### config.mk
export PLATFORM = sky130hd
export DESIGN_NAME = clock_enable_gen
export DESIGN_NICKNAME = d
export VERILOG_FILES = /design/src/rtl/clock_enable_gen.sv
export SDC_FILE = /design/constraint.sdc
export NUM_CORES = 1
export LEC_CHECK = 0
export CORE_ASPECT_RATIO = 1.1
export CORE_UTILIZATION = 46
export DETAILED_ROUTE_END_ITERATION = 10
export PLACE_DENSITY = 0.65
export SKIP_LAST_GASP = 1
export SYNTH_ARGS = -nofsm -noshare
export SYNTH_HDL_FRONTEND = slang
export SYNTH_SLANG_ARGS = --single-unit
### constraint.sdc
create_clock -name clk -period 2.72 [get_ports clk]
set_input_delay 0.68 -clock clk [delete_from_list [all_inputs] [get_ports clk]]
set_output_delay 0.68 -clock clk [all_outputs]
set_load 0.01 [all_outputs]
### src/rtl/clock_enable_gen.sv
// Multi-channel clock-enable generator with shadowed divide ratios.
// Optional per-channel gating when CLOCK_ENABLE_GEN_GATE_EN is defined.
module clock_enable_gen #(
    parameter int NUM_CH  = 2,
    parameter int CNT_W   = 8,
    parameter int DEF_DIV = 5
) (
    input  logic                    clk,
    input  logic                    rst,
    input  logic [NUM_CH*CNT_W-1:0] div_i,
    input  logic [NUM_CH-1:0]       div_load_i,
`ifdef CLOCK_ENABLE_GEN_GATE_EN
    input  logic [NUM_CH-1:0]       en_i,
`endif
    output logic [NUM_CH-1:0]       ce_o,
    output logic [NUM_CH-1:0]       clk_div_o,
    output logic [NUM_CH-1:0]       pend_o
);

    localparam logic [CNT_W-1:0] DEF_D = CNT_W'(DEF_DIV);
    localparam logic [CNT_W-1:0] ONE   = CNT_W'(1);
    localparam logic [CNT_W-1:0] TWO   = CNT_W'(2);

    for (genvar g = 0; g < NUM_CH; g++) begin : g_ch
        logic [CNT_W-1:0] d_q;
        logic [CNT_W-1:0] s_q;
        logic [CNT_W-1:0] c_q;
        logic             pend_q;
        logic             ce_q;
        logic             cdiv_q;
        logic             run;
        logic             slow;
        logic             wrap;
        logic             apply;
        logic [CNT_W:0]   half;
        logic [CNT_W-1:0] slice;

`ifdef CLOCK_ENABLE_GEN_GATE_EN
        assign run = en_i[g];
`else
        assign run = 1'b1;
`endif

        // Decode period position, high-phase length and ratio hand-over
        always_comb begin
            slice = div_i[g*CNT_W +: CNT_W];
            slow  = (d_q >= TWO);
            wrap  = slow ? (c_q >= (d_q - ONE)) : 1'b1;
            half  = ({1'b0, d_q} + {{CNT_W{1'b0}}, 1'b1}) >> 1;
            // A load in the wrap cycle supersedes the old pending ratio
            apply = run && pend_q && wrap && !div_load_i[g];
        end

        // Counter, shadow/active ratios and registered outputs
        always_ff @(posedge clk or posedge rst) begin
            if (rst) begin
                d_q    <= DEF_D;
                s_q    <= DEF_D;
                c_q    <= '0;
                pend_q <= 1'b0;
                ce_q   <= 1'b0;
                cdiv_q <= 1'b0;
            end else begin
                if (div_load_i[g]) begin
                    s_q    <= slice;
                    pend_q <= 1'b1;
                end
                if (!run) begin
                    ce_q <= 1'b0;
                end else if (!slow) begin
                    c_q    <= '0;
                    ce_q   <= 1'b1;
                    cdiv_q <= 1'b1;
                end else begin
                    ce_q   <= wrap;
                    cdiv_q <= ({1'b0, c_q} < half);
                    c_q    <= wrap ? '0 : c_q + ONE;
                end
                if (apply) begin
                    d_q    <= s_q;
                    c_q    <= '0;
                    pend_q <= 1'b0;
                end
            end
        end

        assign ce_o[g]      = ce_q;
        assign clk_div_o[g] = cdiv_q;
        assign pend_o[g]    = pend_q;
    end

endmodule
==> results.toml <==
[die]
core_mm2 = 0.00705
fp.dieH_um = 91.9
die-area_mm2 = 0.00769
initial_core_util_pct = 47.9
die_width_um = 83.7
row_count = 32
io_pins = 26

[setup_path]
crit_buf_inv = 2
arrival_ns = 2.80
slowest_stage = "dfstp_2"
cp-start-kind = "register"
crit_path_max_incr_delay_ns = 0.61
cp-end-kind = "register"
crit_family = "compound AO/OA/AOI/OAI gates"
crit_path_frequent_cell = "ha_1"
cp.required_ns = 2.92
cp_cell_sequence = "inv_1 > ha_1 > ha_1 > o21ai_0 > nor2_1 > o31a_1 > o21ai_4 > buf_12 > mux2_4"
crit_type = "reg -> reg"
cp_max_fo = 8

[routing]
vias = 2172
first_pass_iters = 4
wirelength_um = 5760
via_per_inst = 5.21
drt_iter0_markers = 63
wl_per_cell_um = 13.8
ant_nets = 0
drcViolationCount = 0

[synth]
synth_cells = 298
synth_warnings = 0
synth_cell_types = 35
synth_edf_count = 0
synth_area_mm2 = 0.00338
ys_seq_elements = 54
synthFlopType = "dfrtp_1"
synth_fp_nets = 356
synth-async-reset-ratio_pct = 100
avgSynthCellArea_um2 = 11.3
yosysSeqAreaShare_pct = 40.3

[clock_network]
clk_pin_slew_ns = 0.10
postCtsHoldBufs = 0
cts_made_buffers = 5
htree_num_levels = 2
insertion_delay_ns = 0.31
cts-root-buf = "clkbuf_8"
clockBufferDepth = 2
clock-sinks = 54
cts_tree = "yes"

[layout]
layout-drive-gt1-share_pct = 23.2
syn2layout_area_growth_pct = 15.8
final_cells = 417
diodes = 0
layout.nets = 389

[placed_design]
gp_congestion = 0.849
dpl.cell_count = 407
port_buffers = 25
hpwl_um = 4520

[sta]
relSlewSlack_pct = 67.6
min_period_ns = 2.59
worstMarginPinSlew_ns = 0.485
skew_ns = 0.00635
whs_ns = 0.512
min_period_over_period_pct = 95.3
setup_viol = 0
max_freq_mhz = 386
hold_viol_final = 0
slew_violations = 0

[power_and_ir_drop]
peakVddDrop_v = 0.000433
power_mw = 4.34
leakagePower_nw = 1.77
p_per_area_mw_per_mm2 = 1110

[grt]
grt_overflow = 0
grt_pass1_wl_um = 10600
grt_max_degree = 34
track_usage_pct = 17.1
antenna_found_initial = 0
grt_pass1_vias = 2249

[outcome]
outcome = "finished, final reports clean"

[min_path]
min_path_type = "reg -> reg"

[run]
drv.max_cap_violation_count = 0
==> power by group <==
part           total [mW]  switching (mW)  internal [mW]
clock network       0.556           0.274          0.281
logic                2.37            1.12           1.25
registers            1.41           0.315           1.09
total                4.34            1.71           2.63
==> through the flow <==
stage	util [%]	area [um2]	setup slack, ns	TNS [ns]
after floorplan	-	3380	0.235	0
after global placement	53.0	3740	0.0350	0
after detailed placement	53.0	3740	-0.00211	-0.00313
after CTS	55.0	3870	0.0511	0
after global routing	55.5	3910	-0.000113	-0.000113
final	55.5	3910	0.129	0
==> cell usage in the layout (no fill, tap or decap), types with 14 or more instances in the layout <==
master	netlist	layout
buf_4	8	14
ha_1	38	38
nor2_1	26	26
mux2_4	16	16
nand3_1	15	15
xor2_1	23	23
clkdlybuf4s50_1	0	25
mux2_2	16	16
dfrtp_1	46	46
nand2_1	14	14
==> state kept, by name, summed over array words and instances (netlist names) <==
register / count
g_ch.pend_q: 2
g_ch.ce_q: 2
g_ch.c_q: 16
g_ch.d_q: 16
g_ch.s_q: 16
g_ch.cdiv_q: 2
==> cells by family after synthesis <==
| group | share of synthesized area [%] |
|---|---|
| adder cells (fa/ha/maj) | 14.1 |
| XOR/XNOR | 9.34 |
| multiplexers | 12.4 |
| AO/OA/AOI/OAI | 7.19 |
| flip-flops | 40.3 |
| buffers and inverters | 4.63 |
| AND/OR/NAND/NOR | 12.0 |
==> layer usage <==
layer	share of wire (%)	track usage (%)	up-vias
met5	0	0	-
met4	1.2	4.38	0
met3	2.1	2.43	8
met2	45	26.9	29
met1	52	24.8	1034
li1	-	-	1101
==> what timing repair did <==
item / in CTS / in global routing
gates resized for setup: 0 / 4
endpoints found under the setup margin: 6 / 27
setup buffers: 1 / 1
pin swaps: 1 / 1
==> area by class of cell <==
cell class              count  area, um2
fillers                   606       3140
multi-input cells         219       1880
flip-flops and latches     54       1360
repair buffers             42        415
well taps                  85        106
clock buffers               5       68.8
clock inverters             3       47.5
inverters                   9       33.8
==> cells in the mapped netlist, types with 3 or more instances <==
library cell	instances	share of area [%]
nand2_1	14	1.6
xor2_1	23	6.0
a21o_1	6	1.3
nor3_1	6	0.89
nand4_1	4	0.74
and3_1	4	0.74
mux2_2	16	5.3
nand3_1	15	2.2
dfstp_2	8	6.2
xnor2_1	13	3.4
buf_4	8	1.8
dfrtp_1	46	34
a211oi_1	6	1.3
o21ai_0	6	0.89
nor3b_1	3	0.67
inv_1	7	0.78
nor2_1	26	2.9
buf_6	4	1.3
ha_1	38	14
mux2_4	16	7.1
==> worst paths after layout <==
check,start,end,slack (ns),cells after the start
setup / recovery,g_ch[0].d_q[0],g_ch[0].d_q[3],0.13,9
hold / removal,g_ch[1].s_q[4],g_ch[1].d_q[4],0.51,1
setup reg to reg,g_ch[0].d_q[0],g_ch[0].d_q[3],0.13,9
hold reg to reg,g_ch[1].s_q[4],g_ch[1].d_q[4],0.51,1
max in group asynchronous,rst,g_ch[1].s_q[0],1.41,3
min in group asynchronous,rst,g_ch[0].ce_q,0.70,2
(Power assumes the default switching activity.)
